===== config.mk =====
export PLATFORM = sky130hd
export DESIGN_NAME = cpu_mem_bus
export DESIGN_NICKNAME = d
export VERILOG_FILES = /design/src/rtl/cpu_mem_bus_pkg.sv /design/src/rtl/cpu_mem_bus.sv
export SDC_FILE = /design/constraint.sdc
export NUM_CORES = 1
export LEC_CHECK = 0
export CORE_MARGIN = 2
export CORE_UTILIZATION = 35
export CTS_BUF_LIST = sky130_fd_sc_hd__clkbuf_2
export CTS_CLUSTER_DIAMETER = 80
export DETAILED_ROUTE_END_ITERATION = 16
export PLACE_DENSITY = 0.64
export RECOVER_POWER = 50
export SETUP_SLACK_MARGIN = 0.02
export SLEW_MARGIN = 5
export SYNTH_ARGS = -nofsm -noshare
export SYNTH_HDL_FRONTEND = slang
export SYNTH_SLANG_ARGS = --single-unit

===== constraint.sdc =====
create_clock -name clk -period 1.9 [get_ports clk]
set_input_delay 0.475 -clock clk [delete_from_list [all_inputs] [get_ports clk]]
set_output_delay 0.475 -clock clk [all_outputs]
set_load 0.1 [all_outputs]

===== src/rtl/cpu_mem_bus_pkg.sv =====
// Shared CPU bus types: T-phase encoding, HRAM window defaults and the open-bus read value.
package cpu_mem_bus_pkg;

  typedef enum logic [1:0] {
    T0 = 2'd0,
    T1 = 2'd1,
    T2 = 2'd2,
    T3 = 2'd3
  } bus_phase_e;

  localparam logic [15:0] HRAM_LO_DEFAULT = 16'hFF80;
  localparam logic [15:0] HRAM_HI_DEFAULT = 16'hFFFE;
  localparam logic [7:0]  BUS_OPEN_VALUE  = 8'hFF;

endpackage


===== src/rtl/cpu_mem_bus.sv =====
// Memory-bus sequencer: 4-phase T-cycle pacing, request latch, external rd/wr strobes, registered read return.
// Latency: request sampled end of T0, strobes T1-T2, read data valid from T3 (one M-cycle = 4 clocks).
// Backpressure: bus_ready low in T2 stalls the phase counter for unblocked accesses; no wait limit.
module cpu_mem_bus
  import cpu_mem_bus_pkg::*;
#(
  parameter logic [15:0] HRAM_LO = HRAM_LO_DEFAULT,
  parameter logic [15:0] HRAM_HI = HRAM_HI_DEFAULT
) (
  input  logic        clk,
  input  logic        reset,
  output logic [1:0]  t_cycle,
  input  logic        mem_enable,
  input  logic        mem_write,
  input  logic [15:0] mem_addr,
  input  logic [7:0]  mem_data_out,
  output logic [7:0]  mem_data_in,
  input  logic        dma_active,
  output logic [15:0] bus_addr,
  output logic [7:0]  bus_data_out,
  input  logic [7:0]  bus_data_in,
  output logic        bus_rd,
  output logic        bus_wr,
  input  logic        bus_ready
);

  bus_phase_e  phase, phase_nxt;
  logic        req_en, req_wr, req_dma;
  logic [15:0] req_addr;
  logic        req_blocked, req_access;
  logic        in_blocked, in_access;
  logic        rd_nxt, wr_nxt;
  logic [15:0] addr_nxt;
  logic [7:0]  dout_nxt, mdi_nxt;

  assign t_cycle = phase;

  // Only HRAM stays reachable while DMA owns the main bus.
  assign req_blocked = req_dma && ((req_addr < HRAM_LO) || (req_addr > HRAM_HI));
  assign req_access  = req_en && !req_blocked;
  assign in_blocked  = dma_active && ((mem_addr < HRAM_LO) || (mem_addr > HRAM_HI));
  assign in_access   = mem_enable && !in_blocked;

  always_ff @(posedge clk or posedge reset) begin
    if (reset) begin
      phase        <= T0;
      req_en       <= 1'b0;
      req_wr       <= 1'b0;
      req_dma      <= 1'b0;
      req_addr     <= 16'h0000;
      bus_rd       <= 1'b0;
      bus_wr       <= 1'b0;
      bus_addr     <= 16'h0000;
      bus_data_out <= 8'h00;
      mem_data_in  <= 8'h00;
    end else begin
      phase        <= phase_nxt;
      bus_rd       <= rd_nxt;
      bus_wr       <= wr_nxt;
      bus_addr     <= addr_nxt;
      bus_data_out <= dout_nxt;
      mem_data_in  <= mdi_nxt;
      if (phase == T0) begin
        req_en   <= mem_enable;
        req_wr   <= mem_write;
        req_dma  <= dma_active;
        req_addr <= mem_addr;
      end
    end
  end

  always_comb begin
    phase_nxt = phase;
    case (phase)
      T0: phase_nxt = T1;
      T1: phase_nxt = T2;
      T2: phase_nxt = (req_access && !bus_ready) ? T2 : T3;
      T3: phase_nxt = T0;
      default: phase_nxt = T0;
    endcase
  end

  // Next values of the registered outputs; strobes for a new request are
  // decoded from the inputs at T0 so they are already asserted throughout T1.
  always_comb begin
    rd_nxt   = bus_rd;
    wr_nxt   = bus_wr;
    addr_nxt = bus_addr;
    dout_nxt = bus_data_out;
    mdi_nxt  = mem_data_in;
    case (phase)
      T0: begin
        rd_nxt = in_access && !mem_write;
        wr_nxt = in_access && mem_write;
        if (in_access) begin
          addr_nxt = mem_addr;
          if (mem_write) begin
            dout_nxt = mem_data_out;
          end
        end
      end
      T2: begin
        if (phase_nxt == T3) begin
          rd_nxt = 1'b0;
          wr_nxt = 1'b0;
          if (req_en && !req_wr) begin
            mdi_nxt = req_blocked ? BUS_OPEN_VALUE : bus_data_in;
          end
        end
      end
      T3: begin
        rd_nxt = 1'b0;
        wr_nxt = 1'b0;
      end
      default: ;
    endcase
  end

endmodule


# == Word level (Yosys, flattened, before mapping) ==
# Cells that the tools add are included.
# totals
reg_bits,55
in_bits,38
out_inout_bits,36
elab_cells,46
# op_classes
order_cmp,4
eq_ne,5
muxes,6
n_reduce_logical,21
# ops
op,count
> comparator 16 bit (second input constant),2
less-than comparator 16 bit (second input constant),2
logical AND 1 bit,8
two-way mux 8 bit,1
case mux 2 bit (4 select lines),1
equality test 2 bit (second input constant),3
case mux 1 bit (3 select lines),2
AND reduction 3 bit,2
logical NOT 1 bit,5
AND reduction 2 bit,2
nonzero test 3 bit,1
equality test 2 x 1 -> 1 bit (second input constant),1
logical NOT 2 bit,1
logical OR 1 bit,2
two-way mux 1 bit,2
!= test 2 bit (second input constant),1

# == Logic depth before layout (Yosys ltp) ==
# Gate-level depths: netlist of the first run.
# depth
depth_word,11
ltp_mapped,9
depth_no_buf,7

# == Least setup slack after synthesis of the first run ==
# No wires, ideal clock.
# synth_timing
path_type,register to register
from,reg phase[0] (netlist: t_cycle[0])
to,reg mem_data_in[3]
setup_ps,131
t_arrival_ps,2469
required_time_ps,1769
path_slack_ps,-700
path_stages_with_launch,10
n_path_buf,2
synth_period_minus_slack_ps,2600
path_cell_list,dfrtp_1 -> inv_1 -> ha_1 -> buf_6 -> or3b_1 -> o2111ai_1 -> a31oi_1 -> buf_4 -> nor2_1 -> a31oi_1
# synth_via
elab_chain_cells,4
elab_cells_between_ends,7
classes_between,eq/ne (4); mux (1); reduce/logical (2)
# synth_rtl
item,line,text
"start, declared",cpu_mem_bus.sv:27,"bus_phase_e phase, phase_nxt;"
"start signal, assigned",cpu_mem_bus.sv:57,phase <= phase_nxt;
"equality test 2 bit, or another cell as far along",cpu_mem_bus.sv:74,case (phase)
case mux 2 bit (4 select lines),cpu_mem_bus.sv:74,
equality test 2 bit,cpu_mem_bus.sv:103,if (phase_nxt == T3) begin
AND reduction 3 bit (no line) (*),n/a,
"end signal, assigned",cpu_mem_bus.sv:62,mem_data_in <= mdi_nxt;
"end, declared",cpu_mem_bus.sv:17,"output logic [7:0] mem_data_in,"
# Mark *: on every way between the ends. The rest lies on a longest branch, timed or not.
# A chain may end at the register's enable or synchronous reset.

# == Worst setup path in the final report of the first run ==
# layout_timing
from,reg phase[1] (netlist: t_cycle[1])
to,reg bus_wr
# layout_via
elab_chain_cells,5
elab_cells_between_ends,10
classes_between,eq/ne (5); mux (2); reduce/logical (3)
# layout_rtl
item,line,text
"equality test 2 bit, or another cell as far along","cpu_mem_bus.sv:74, cpu_mem_bus.sv:91",
case mux 2 bit (4 select lines),cpu_mem_bus.sv:74,
equality test 2 bit,cpu_mem_bus.sv:103,
!= test 2 bit (no line),n/a,
AND reduction 2 bit (no line),n/a,
"end signal, assigned",cpu_mem_bus.sv:59,bus_wr <= wr_nxt;
"end, declared",cpu_mem_bus.sv:23,"output logic bus_wr,"
# Parallel ways exist; a longest one is shown, timed or not.

==> results of run 1 <==
[Yosys cell counts, types with 2 or more instances]
library cell and number:
dfrtp_1 55, mux2_2 24, nor2_1 13, inv_1 11
mux2_1 10, mux2_4 10, a31oi_1 9, nand2_1 5
ha_1 4, nand3_1 3, a21oi_1 2, and4_1 2
buf_6 2, clkbuf_1 2, nand4_1 2, nor2b_1 2
or3b_1 2
[worst min-delay path by stage]
| stage | to | startpoint | slack, ns |
|---|---|---|---|
| 6_report | t_cycle[1] | reset | 0.44 |
| 5_1_grt | bus_addr[6] | reset | 0.46 |
| 4_1_cts | t_cycle[1] | reset | 0.23 |
| 3_5_place_dp | req_addr[8] | req_addr[8] | 0.50 |
| 3_3_place_gp | req_addr[2] | req_addr[2] | 0.49 |
| 2_1_floorplan | req_en | req_en | 0.47 |
[kinds of logic (layout without fill, tap and decap cells)]
kind of cell,after synthesis,in the layout,synth area share (%)
DFF,55,55,58.0
muxes,44,44,22.5
and+or+nand+nor,34,34,8.60
AOI/OAI and AO/OA,17,17,5.49
buffers and inverters,16,113,3.32
adders and majority gates,4,4,2.11
[through the flow]
step	instance area, sq um	TNS [ns]	utilization (%)	hold WS (ns)	std cells
global route	3790	-0.0200	56.7	0.461	347
CTS	3780	0	56.6	0.235	346
finish	3790	0	56.7	0.437	347
global placement	3720	-12.28	55.7	0.486	336
detailed placement	3720	-13.48	55.7	0.496	336
floorplan	2410	-2.65	-	0.472	170
[final cells by class]
| class | count | area (sq um) | share of cell area [%] |
|---|---|---|---|
| Sequential cell | 55 | 1380 | 36.4 |
| Timing Repair Buffer | 94 | 1250 | 33.0 |
| Multi-Input combinational cell | 99 | 978 | 25.8 |
| Tap cell | 80 | 100 | 2.64 |
| Inverter | 11 | 41.3 | 1.09 |
| Clock buffer | 7 | 35.0 | 0.924 |
| Clock inverter | 1 | 5.00 | 0.132 |
[metal layers]
metal / vias to the layer above / routed length, um
met4: 0 / 55
li1: 793 / -
met3: 5 / 213
met5: - / 0
met2: 39 / 2560
met1: 823 / 2250
[sequential cells by signal (all words and copies together) (netlist names)]
name	count
req_addr	16
bus_data_out	8
bus_wr	1
bus_addr	16
req_dma	1
bus_rd	1
req_wr	1
req_en	1
t_cycle	2
mem_data_in	8
[worst max-delay path, cell delays in order, from the launching register on]
cell and delay [ns]:
dfrtp_2 0.48, inv_1 0.10, ha_4 0.18, or3b_4 0.38, o21ai_1 0.14, a31o_2 0.12, a21oi_2 0.07, mux2_1 0.31
[timing repair]
item                       CTS  global route
pin swaps                    0             4
hold buffers                 0             0
gates resized for setup      1             6
setup buffers                2             1
setup endpoints to repair   10             2
==> metrics.csv, run 1 <==
metric,value,unit
synth_edf_count,0,
place_congestion,0.727,
worstReg2RegEnd,bus_wr,
slew_viol_final,0,
first_global_vias,1717,
synth_nets,212,
hold_class,in2async,
reg2reg_from,t_cycle[1],
fp.dieW,86.3,um
rrSetupSlack,0.03,ns
cts_buffers,5,
yosysTopAreaCell,dfrtp_1,
synth_warnings,0,
synth_ff_type,dfrtp_1,
crit_start,t_cycle[1],
drive_above_1_share,42.3,%
crit_type,reg2reg,
syn_area,0.00237,sq mm
fmax,534,MHz
gr-usage-met1,19.3,%
num_antenna_cells,0,
end_kind,flop,
initialDrtViolationCount,49,
cts.reportedPaths.clkPinSlew,0.29,ns
clk_latency,0.47,ns
numPortBuffers,73,
ios,74,
htreeDepth,2,
cp.required,2.29,ns
finalSetupViolations,0,
cts_root_buffer,clkbuf_2,
nFillCells,553,
crit_fanout,4,
area_growth,59.8,%
viasPerCell,4.78,
final_common_cell,dfrtp_1,
fp.dieH,86.3,um
tightest_slew,0.792,ns
ys_seq_area_share,58.0,%
wl_per_cell,14.6,um
critPathArrivalTime,2.26,ns
r2r_cells,7,
start_util,35.5,%
vias,1660,
synthArstFlopShare,100,%
core,0.00668,sq mm
dieArea,0.00745,sq mm
nets,308,
grt_util_met3,3.71,%
place_hpwl,3.85,mm
outcome,completed,
setup_ws,0.0267,ns
std_cell_rows,30,
synth-seq-cells,55,
grt.busiest_layer,met2,
final_cell_mix,"53 x dfrtp_1, 37 x buf_12, 36 x clkdlybuf4s50_1, 24 x mux2_2, 15 x buf_4",
dr.pass1.iters,4,
hold_viol_final,0,
cap_violations,0,
period_share,98.6,%
drcViolationCount,0,
syn_area_per_cell,14.0,sq um
synth.distinct_cells,29,
cts_tree,built,
crit_end,bus_wr,
place_ws,-0.474,ns
ys_top_cells_by_area,"dfrtp_1 58%, mux2_2 11%, mux2_4 6.3%",
syn-instance-count,170,
grt_antenna_before_repair,0,
min_period,1.87,ns
drtAntennaViolNets,0,
grt_remaining_overflow,0,
grt_pass1_wl,8.64,mm
track_usage,14.7,%
use_met2,24.3,%
critPathLaunchType,flop,
rsz0062_at_grt,yes,
synth_top_area_share,58.0,%
routed_wl,5.07,mm
skew,0.0441,ns
clock_path_buffers,2,
grt_start_max_net_pins,22,
relSlewSlack,47.2,%
clock-sinks,55,
Power of run 1 is not shown: default switching activity piles up to over one toggle a cycle in this logic, so the estimate is an artifact.
==> run 2: changes to the inputs <==
--- a/config.mk
+++ b/config.mk
@@ -10,10 +10,11 @@
 export CTS_BUF_LIST = sky130_fd_sc_hd__clkbuf_2
 export CTS_CLUSTER_DIAMETER = 80
 export DETAILED_ROUTE_END_ITERATION = 16
+export MAX_ROUTING_LAYER = met4
 export PLACE_DENSITY = 0.64
-export RECOVER_POWER = 50
+export RECOVER_POWER = 25
 export SETUP_SLACK_MARGIN = 0.02
-export SLEW_MARGIN = 5
+export SLEW_MARGIN = 10
 export SYNTH_ARGS = -nofsm -noshare
 export SYNTH_HDL_FRONTEND = slang
 export SYNTH_SLANG_ARGS = --single-unit
==> metrics.csv, run 2 (synthesis gave the netlist of run 1 again) <==
metric,value,unit,change
place_ws,-0.474,ns,unchanged
r2r_cells,7,,unchanged
place_congestion,0.736,,was 0.727
first_global_vias,1716,,"was 1,717"
dr.pass1.iters,5,,was 4
cts_hold_buf,0,,unchanged
drive_above_1_share,43.8,%,was 42.3%
hold_viol_final,0,,unchanged
final_cell_mix,"53 x dfrtp_1, 37 x buf_12, 36 x clkdlybuf4s50_1, 24 x mux2_2, 17 x buf_4",,"was 53 x dfrtp_1, 37 x buf_12, 36 x clkdlybuf4s50_1, 24 x mux2_2, 15 x buf_4"
nFillCells,552,,was 553
htreeDepth,2,,unchanged
place_hpwl,3.85,mm,unchanged
outcome,completed,,unchanged
cp.required,2.24,ns,was 2.29 ns
wl_per_cell,14.6,um,about the same
grt_start_max_net_pins,22,,unchanged
min_period,1.87,ns,about the same
fp.dieW,86.3,um,unchanged
nets,308,,unchanged
crit_start,mem_addr[15],,was t_cycle[1]
fp.dieH,86.3,um,unchanged
cp_num_buf_inv,2,,was 1
cts_root_buffer,clkbuf_2,,unchanged
clock_path_buffers,2,,unchanged
clk_latency,0.46,ns,was 0.47 ns
crit_chain,"clkdlybuf4s50_1, and4_1, nand3_2, o31ai_4, nand3_4, buf_12, mux2_4",,"was inv_1, ha_4, or3b_4, o21ai_1, a31o_2, a21oi_2, mux2_1"
setup_ws,0.0278,ns,was 0.0267 ns
skew,0.0467,ns,was 0.0441 ns
std_cell_rows,30,,unchanged
numPortBuffers,73,,unchanged
track_usage,15.1,%,was 14.7%
routed_wl,5.05,mm,was 5.07 mm
dieArea,0.00745,sq mm,unchanged
critical_path.top_delay_family,buffers and inverters,,was flip-flops
cts_tree,built,,unchanged
critPathArrivalTime,2.21,ns,was 2.26 ns
worstReg2RegEnd,bus_wr,,unchanged
crit_type,in2reg,,was reg2reg
viasPerCell,4.80,,was 4.78
area_growth,60.2,%,was 59.8%
end_kind,flop,,unchanged
hold_ws,0.448,ns,was 0.437 ns
relSlewSlack,62.5,%,was 47.2%
drtAntennaViolNets,0,,unchanged
slew_viol_final,0,,unchanged
cp_slowest_stage_delay,0.51,ns,was 0.48 ns
cts.reportedPaths.clkPinSlew,0.29,ns,about the same
finalSetupViolations,0,,unchanged
grt_pass1_wl,8.62,mm,was 8.64 mm
num_antenna_cells,0,,unchanged
fin_cells,347,,unchanged
reg2reg_from,t_cycle[0],,was t_cycle[1]
period_share,98.5,%,was 98.6%
clock-sinks,55,,unchanged
drcViolationCount,0,,unchanged
final_common_cell,dfrtp_1,,unchanged
reg.largest.list,"bus_addr (16), req_addr (16)",,unchanged
start_util,35.5,%,unchanged
hold_class,in2async,,unchanged
slowest_stage,clkdlybuf4s50_1,,was dfrtp_2
tightest_slew,0.561,ns,was 0.792 ns
crit_fanout,16,,was 4
core,0.00668,sq mm,unchanged
vias,1667,,"was 1,660"
cts_buffers,5,,unchanged
fmax,534,MHz,about the same
initialDrtViolationCount,48,,was 49
final_util,56.9,%,was 56.7%
ios,74,,unchanged
rsz0062_at_grt,yes,,unchanged
grt_remaining_overflow,0,,unchanged
grt_antenna_before_repair,0,,unchanged
rrSetupSlack,0.05,ns,was 0.03 ns
critPathLaunchType,input port,,was flop
dpl.cell_count,336,,unchanged
cap_violations,0,,unchanged
run 2: cell count changes in the layout (fill, tap and decap cells not counted):
cell      previous run  this run
clkbuf_1             3         1
mux2_4              11        12
buf_4               15        17
inv_2                1         2
mux2_1               9         8
inv_1               10         9
run 2: what timing repair did:
action	4_1_cts	5_1_grt
gates resized for setup	1	7
pin swaps	0	4
endpoints found under the setup margin	10	2
hold endpoints to repair	0	0
buffers inserted	2	1
run 2: layout make-up:
class	count	area, sq um	area share [%]
clock buffer	7	35.0	0.922
timing repair buffer	94	1260	33.1
tap	80	100	2.63
multi-input combinational	99	982	25.8
clock inverter	1	5.00	0.132
sequential	55	1380	36.3
inverter	11	41.3	1.09
run 2: metrics by stage:
step,instance area (sq um),TNS (ns)
floorplan,2410,-2.65
global placement,3720,-12.28
detailed placement,3720,-13.48
CTS,3780,0
global route,3800,-0.00654
finish,3800,0
run 2: layer usage:
metal,track usage [%],wire length (um),share of wire [%],up-vias
met5,-,0,0,-
met4,4.26,23,0.46,0
met3,3.43,209,4.1,4
met2,24.2,2580,51,44
met1,19.4,2230,44,825
li1,-,-,-,794
run 2: worst max path at each step:
stage,end,depth (start not counted),slack [ns]
global placement,bus_data_out[4],6,-0.43
finish,bus_addr[2],7,0.03
CTS,bus_wr,7,0.03
detailed placement,bus_data_out[3],6,-0.47
floorplan,bus_rd,8,-0.28
global route,bus_rd,7,-0.007
Power of run 2 is left out for the same reason.
==> run 3: changes to the inputs <==
--- a/config.mk
+++ b/config.mk
@@ -18,3 +18,4 @@
 export SYNTH_ARGS = -nofsm -noshare
 export SYNTH_HDL_FRONTEND = slang
 export SYNTH_SLANG_ARGS = --single-unit
+export TNS_END_PERCENT = 100
==> results of run 3 <==
Same layout as run 2: the final DEF is identical, and so are final timing and power.
Power of run 3 is left out for the same reason.
